<file path="src/rtl/pf_ccc_dri_master.sv">
// Fabric-side initiator for the PolarFire CCC/PLL Dynamic Reconfiguration Interface.
// Turns single-word read/write commands into DRI transactions, with optional wait for PLL relock.
module pf_ccc_dri_master #(
    parameter int unsigned ACK_TIMEOUT  = 255,
    parameter int unsigned LOCK_TIMEOUT = 65535,
    parameter int unsigned LOCK_SETTLE  = 16
) (
    input  logic        DRI_CLK,
    input  logic        DRI_ARST_N,
    input  logic        cmd_valid,
    output logic        cmd_ready,
    input  logic        cmd_write,
    input  logic [7:0]  cmd_addr,
    input  logic [31:0] cmd_wdata,
    input  logic        cmd_relock,
    output logic        rsp_valid,
    output logic [31:0] rsp_rdata,
    output logic [1:0]  rsp_err,
    output logic        busy,
    output logic        irq_pending,
    input  logic        irq_clr,
    output logic [10:0] DRI_CTRL,
    output logic [32:0] DRI_WDATA,
    input  logic [32:0] DRI_RDATA,
    input  logic        DRI_INTERRUPT,
    input  logic        PLL_LOCK
);

    typedef enum logic [2:0] {
        IDLE,
        ISSUE,
        WAIT_ACK,
        WAIT_LOCK,
        RESP
    } state_t;

    localparam logic [15:0] ACK_LIMIT  = 16'(ACK_TIMEOUT);
    localparam logic [15:0] LOCK_LIMIT = 16'(LOCK_TIMEOUT);
    localparam logic [15:0] SETTLE     = 16'(LOCK_SETTLE);

    localparam logic [1:0] ERR_OK   = 2'b00;
    localparam logic [1:0] ERR_ACK  = 2'b01;
    localparam logic [1:0] ERR_LOCK = 2'b10;

    state_t      state;
    state_t      state_next;
    logic [15:0] cnt;
    logic        relock_q;
    logic        lock_meta;
    logic        lock_s;
    logic [31:0] rdata_next;
    logic [1:0]  err_next;

    // NOTE: every variable written here gets a default first so no latch is inferred.
    always_comb begin
        state_next = state;
        rdata_next = '0;
        err_next   = ERR_OK;
        case (state)
            IDLE: begin
                if (cmd_valid) state_next = ISSUE;
            end
            ISSUE: begin
                state_next = WAIT_ACK;
            end
            WAIT_ACK: begin
                // An ack in the final counted cycle still wins over the timeout.
                if (DRI_RDATA[32]) begin
                    rdata_next = DRI_CTRL[9] ? 32'd0 : DRI_RDATA[31:0];
                    state_next = (DRI_CTRL[9] && relock_q) ? WAIT_LOCK : RESP;
                end else if (cnt == ACK_LIMIT) begin
                    err_next   = ERR_ACK;
                    state_next = RESP;
                end
            end
            WAIT_LOCK: begin
                if (lock_s && (cnt >= SETTLE)) begin
                    state_next = RESP;
                end else if (cnt == LOCK_LIMIT) begin
                    err_next   = ERR_LOCK;
                    state_next = RESP;
                end
            end
            RESP: begin
                state_next = IDLE;
            end
            default: begin
                state_next = IDLE;
            end
        endcase
    end

    // NOTE: sequential state uses non-blocking assignments so every flop samples pre-edge values.
    always_ff @(posedge DRI_CLK or negedge DRI_ARST_N) begin
        if (!DRI_ARST_N) begin
            lock_meta <= 1'b0;
            lock_s    <= 1'b0;
        end else begin
            lock_meta <= PLL_LOCK;
            lock_s    <= lock_meta;
        end
    end

    always_ff @(posedge DRI_CLK or negedge DRI_ARST_N) begin
        if (!DRI_ARST_N) begin
            irq_pending <= 1'b0;
        end else if (DRI_INTERRUPT) begin
            irq_pending <= 1'b1;
        end else if (irq_clr) begin
            irq_pending <= 1'b0;
        end
    end

    // Outputs are registered from the next state so nothing reaches a port combinationally.
    always_ff @(posedge DRI_CLK or negedge DRI_ARST_N) begin
        if (!DRI_ARST_N) begin
            state     <= IDLE;
            cnt       <= '0;
            relock_q  <= 1'b0;
            cmd_ready <= 1'b1;
            busy      <= 1'b0;
            rsp_valid <= 1'b0;
            rsp_rdata <= '0;
            rsp_err   <= ERR_OK;
            DRI_CTRL  <= '0;
            DRI_WDATA <= '0;
        end else begin
            state     <= state_next;
            cmd_ready <= (state_next == IDLE);
            busy      <= (state_next != IDLE);
            rsp_valid <= (state_next == RESP);

            if (state_next != state) begin
                cnt <= '0;
            end else if (cnt != 16'hFFFF) begin
                cnt <= cnt + 16'd1;
            end

            if ((state_next == RESP) && (state != RESP)) begin
                rsp_rdata <= rdata_next;
                rsp_err   <= err_next;
            end

            case (state_next)
                IDLE: begin
                    DRI_CTRL  <= '0;
                    DRI_WDATA <= '0;
                end
                ISSUE: begin
                    DRI_CTRL  <= {1'b1, cmd_write, 1'b0, cmd_addr};
                    DRI_WDATA <= cmd_write ? {1'b0, cmd_wdata} : 33'd0;
                    relock_q  <= cmd_relock;
                end
                default: begin
                    DRI_CTRL[10] <= 1'b0;
                end
            endcase
        end
    end

endmodule
</file>
<file path="config.mk">
export PLATFORM = sky130hd
export DESIGN_NAME = pf_ccc_dri_master
export DESIGN_NICKNAME = d
export VERILOG_FILES = /design/src/rtl/pf_ccc_dri_master.sv
export SDC_FILE = /design/constraint.sdc
export NUM_CORES = 1
export LEC_CHECK = 0
export CAP_MARGIN = 20
export CELL_PAD_IN_SITES_DETAIL_PLACEMENT = 1
export CELL_PAD_IN_SITES_GLOBAL_PLACEMENT = 2
export CORE_ASPECT_RATIO = 0.7
export CORE_MARGIN = 5
export CORE_UTILIZATION = 29
export DETAILED_ROUTE_END_ITERATION = 16
export GPL_ROUTABILITY_DRIVEN = 0
export PLACE_DENSITY = 0.91
export SYNTH_ARGS = -nofsm -noshare
export SYNTH_HDL_FRONTEND = slang
export SYNTH_SLANG_ARGS = --single-unit
</file>
<file path="constraint.sdc">
create_clock -name DRI_CLK -period 6 [get_ports DRI_CLK]
set_input_delay 1.2 -clock DRI_CLK [delete_from_list [all_inputs] [get_ports DRI_CLK]]
set_output_delay 1.2 -clock DRI_CLK [all_outputs]
set_load 0.02 [all_outputs]
</file>
=== After elaboration in Yosys (flattened, before gate mapping) ===
Index checks and enable logic that the tools add are counted.

* Add/sub/neg operators: 1
* Order comparisons: 1
* Equal/unequal tests: 10
* Mux-type cells: 23
* Reduce and logical (&&, ||, !) cells: 9

{| class="wikitable"
|+ Operators with widths
! kind !! count
|-
| 32-bit two-way mux || 4
|-
| 33-bit case mux with 2 select lines || 1
|-
| 16-bit two-way mux || 2
|-
| 10-bit case mux with 2 select lines || 1
|-
| 3-bit two-way mux || 6
|-
| 16-bit by 1-bit adder with 16-bit output, second input constant || 1
|-
| 16-bit equality test, second input constant || 1
|-
| 16-bit by 8-bit equality test with 1-bit output, second input constant || 1
|-
| 16-bit by 5-bit greater-or-equal comparator with 1-bit output, second input constant || 1
|-
| 16-bit inequality test, second input constant || 1
|-
| 3-bit case mux with 4 select lines || 1
|-
| 3-bit by 1-bit equality test with 1-bit output, second input constant || 2
|-
| 3-bit by 2-bit equality test with 1-bit output, second input constant || 2
|-
| 3-bit logical NOT || 2
|-
| 2-bit nonzero test || 3
|-
| 1-bit two-way mux || 5
|-
| 2-bit two-way mux || 2
|-
| 2-bit case mux with 2 select lines || 1
|-
| 3-bit equality test, second input constant || 1
|-
| 1-bit logical AND || 3
|-
| 3-bit inequality test || 1
|-
| 3-bit inequality test, second input constant || 1
|-
| 3-bit nonzero test || 1
|}

* Bits in registers: 104
* Input port bits: 81
* Output and inout port bits: 82

=== Logic depth before layout (Yosys ltp) ===
* Depth in word-level cells: 6
* Depth in mapped cells: 8
* Mapped depth without buffers: 6

=== Least setup slack after synthesis ===
OpenSTA, ideal clock, no wires.

* Kind: in2reg
* From: input DRI_RDATA[32]
* To: register rsp_err[0]
* Arrival time: 2255 ps
* Required time: 5879 ps
* Setup slack: 3624 ps
* Stages on the path: 6
* Buffers on the path: 1
* Cells stage by stage: and4b_1 -> and4_1 -> or2_2 -> nand3_4 -> buf_6 -> a22o_1

* Cells in the longest elaborated chain, start to end: 4

{| class="wikitable"
|+ Ends and longest elaborated chain
! what !! line !! RTL
|-
| start, declared || 24 || <nowiki>input logic [32:0] DRI_RDATA,</nowiki>
|-
| 3-bit two-way mux || 68 || <nowiki>if (DRI_RDATA[32]) begin</nowiki>
|-
| 3-bit case mux with 4 select lines || 59 || <nowiki>case (state)</nowiki>
|-
| 3-bit equality test || 139 || <nowiki>if ((state_next == RESP) && (state != RESP)) begin</nowiki>
|-
| 1-bit logical AND || 139 ||
|-
| end signal, assigned || 141 || <nowiki>rsp_err <= err_next;</nowiki>
|-
| end, declared || 18 || <nowiki>output logic [1:0] rsp_err,</nowiki>
|}

Parallel ways exist; a longest one is shown, timed or not.
A chain may end at the register's enable or synchronous reset.

=== Worst setup path in the final report ===
* From: input DRI_RDATA[32]
* To: register rsp_rdata[13]

* Cells in the longest elaborated chain, start to end: 4

{| class="wikitable"
|+ Ends and longest elaborated chain
! what !! line !! RTL
|-
| 3-bit two-way mux || 68 ||
|-
| 3-bit case mux with 4 select lines || 59 ||
|-
| 3-bit equality test || 139 ||
|-
| 1-bit logical AND || 139 ||
|-
| end signal, assigned || 140 || <nowiki>rsp_rdata <= rdata_next;</nowiki>
|-
| end, declared || 17 || <nowiki>output logic [31:0] rsp_rdata,</nowiki>
|}

Parallel ways exist; a longest one is shown, timed or not.

==> impl_results.md <==
* Critical Path RT at 6.24 ns
* Post-route clock period utilization at 0.4848
* CTS Buf Count at 9
* CTS tree: built
* FMAX at 0.3438 GHz
* Status: finished, final reports clean
* Buf+Inv Stages, Crit Path at 1
* Fillers at 1493
* Hold_ws at 0.3574 ns
* Clk pwr share at 0.194
* Final Non-Filler Cells at 664
* Peak fanout along the critical path at 35
* Tmin final at 2.909 ns
* Synth warn at 0
* CP arrival at 3.15 ns
* Routed WL per cell at 18.53 um
* Most common cell after layout, fill and taps aside: clkdlybuf4s50_1
* PD cells at 479.2 mW/mm^2
* Worst path slowest cell: clkdlybuf4s50_1
* Crit-path max cell delay at 0.49 ns
* Logic pwr share at 0.441
* Largest cells by area after synthesis: dfrtp_1 (62%), a22o_1 (16%), nor2_1 (2.4%)
* Die area at 0.01660 mm^2
* Largest net degree at the start of global routing at 54
* Kind of critical path: input pin to flop
* Maxcap violations at 0
* Vias in the first global route at 3553
* Relative slew margins at 0.5151
* VDD IR max at 0.2076 mV
* Setup TNS at 0 ns
* Worst-case clock buffer depth at 2
* Mapped Cells at 312
* Area leader, netlist: dfrtp_1
* Cts hold-fix bufs at 0
* Number of diodes at 0
* Internal Power at 1.825 mW
* Global route total overflow at 0
* Final setup fails at 0
* All-Layer GR Usage at 0.1440
* Post-CTS Resized at 0
* Root Driver: clkbuf_16
* Die W at 151.9 um
* Final #Nets at 552
* Switch Pwr at 1.129 mW
* CP delay by family, top: simple AND/OR/NAND/NOR gates
* First-pass DRT Iterations at 4
* Placed Cells at 647
* Count of final max-slew check failures at 0
* Post-CTS Setup Bufs at 0
* Worst slack, placed at 2.532 ns
* # rows at 36
* Unrepaired setup endpoints after global routing: false
* Core Footprint at 0.01387 mm^2
* Insertion delay to the later sink of the worst-skew pair at 0.35 ns
* Initial DRC Count at 105
* Hold Crit Class: flop to flop
* Crit path capture type: flop
* Sw frac at 0.3823
* Die Y at 109.3 um
* Netlist cell types at 44
* Port buffer count at 160
* Startpoint types: input pin
* Post-route ant nets at 0
* Clk slew on worst S/H paths at 0.08 ns
* Final Skew at 0.008177 ns
* Sequential share of the synthesized area at 0.6251
* Routed vias/inst at 4.855
* Post-Route WL at 12300 um
* I/O pin count at 163
* Initial core utilization at 0.2945
* Power Total at 2.954 mW
* Final core occ at 0.4444
* Fin area at 0.006165 mm^2
* First-pass GRT wire length at 19400 um
* Top cell type's share of synthesized area at 0.6187
* Avg Inst Size Synth at 13.09 um^2
* DRC at 0
* Ordered list of cells on the worst path: clkdlybuf4s50_1 -> and4b_1 -> and4_1 -> or2_2 -> nand3_4 -> a22o_1
* Sink Count at 102
* Tightest Pin Transition at 0.7266 ns
* Routed via count at 3224
* Synthesized cell area at 0.004085 mm^2
* Seq cells post-synth at 102
* Most frequent cells in the layout: clkdlybuf4s50_1 (159), dfrtp_1 (101), a22o_1 (73)
* Share of cells above drive strength 1 at 0.08439
* Flop pwr share at 0.364
* Pleak at 2.643 nW
* HPWL Detailed at 9002 um
* DP Area at 0.005846 mm^2
* Final worst-path setup slack at 3.091 ns
* Hold Fails Final Rpt at 0
* Level count of the clock H-tree at 3
* Initial antenna violation count at 0
* Area grow syn2layout at 50.90%
-- power by group through the flow --
stage | clock [mW] | combinational [mW] | sequential [mW]
finish | 0.574 | 1.30 | 1.08
detailed placement | 0 | 1.31 | 1.08
global route | 0.625 | 1.39 | 1.11
floorplan | 0 | 0.479 | 1.29
CTS | 0.595 | 1.32 | 1.08
global placement | 0 | 1.27 | 1.07
-- per-layer routing --
metal	GRT usage	wire length [um]
met1	0.1865	5353
met2	0.2234	5727
met3	0.05940	1026
met4	0.04298	194
met5	0	0
-- state kept, by name (all words and copies together) (netlist names) --
name	count
lock_meta	1
busy	1
DRI_WDATA	32
lock_s	1
cnt	16
relock_q	1
rsp_err	2
state	3
rsp_rdata	32
DRI_CTRL	10
irq_pending	1
cmd_ready	1
rsp_valid	1
-- final timing paths --
kind                                from             to  slack [ns]  depth (start not counted)
max in group asynchronous     DRI_ARST_N  DRI_WDATA[17]        4.02                          2
hold / removal                 lock_meta         lock_s        0.36                          0
hold reg to reg                lock_meta         lock_s        0.36                          0
setup / recovery           DRI_RDATA[32]  rsp_rdata[13]        3.09                          6
min in group asynchronous     DRI_ARST_N      rsp_valid        0.86                          1
setup reg to reg                  cnt[0]         cnt[2]        3.54                          7
-- cell families after synthesis --
logic type,share of synthesized area
fa+ha+maj,0.006125
compound gates,0.1835
flops,0.6251
other cells,0.0009180
mux,0.007963
simple gates,0.1130
xor+xnor,0.02358
buf+inv,0.03981
-- synth_stat cells (all sizes together) --
cell type	count
a41oi	1
and4	2
nand3	4
nand2	7
o2bb2ai	1
nor2	26
inv	9
a21oi	3
a311oi	1
mux2	2
or3	1
and4b	1
nor4	8
a31oi	2
clkbuf	9
nor2b	2
nor3	10
buf	12
a21o	3
dfstp	1
or2	3
mux2i	1
nand2b	2
a22o	73
conb	1
o21ai	3
nor4b	1
nand4	6
ha	2
and2	1
xnor2	11
nor3b	2
dfrtp	101
-- cell type report --
type                            count  area (um^2)  area share
Sequential cell                   102         2554      0.4142
Timing Repair Buffer              166         1664      0.2699
Multi-Input combinational cell    181         1384      0.2245
Tap cell                          190        237.7     0.03856
Clock buffer                        9        225.2     0.03653
Clock inverter                      7        66.31     0.01076
Inverter                            9        33.78    0.005480
Note: power is estimated with default switching activity, not from simulation.
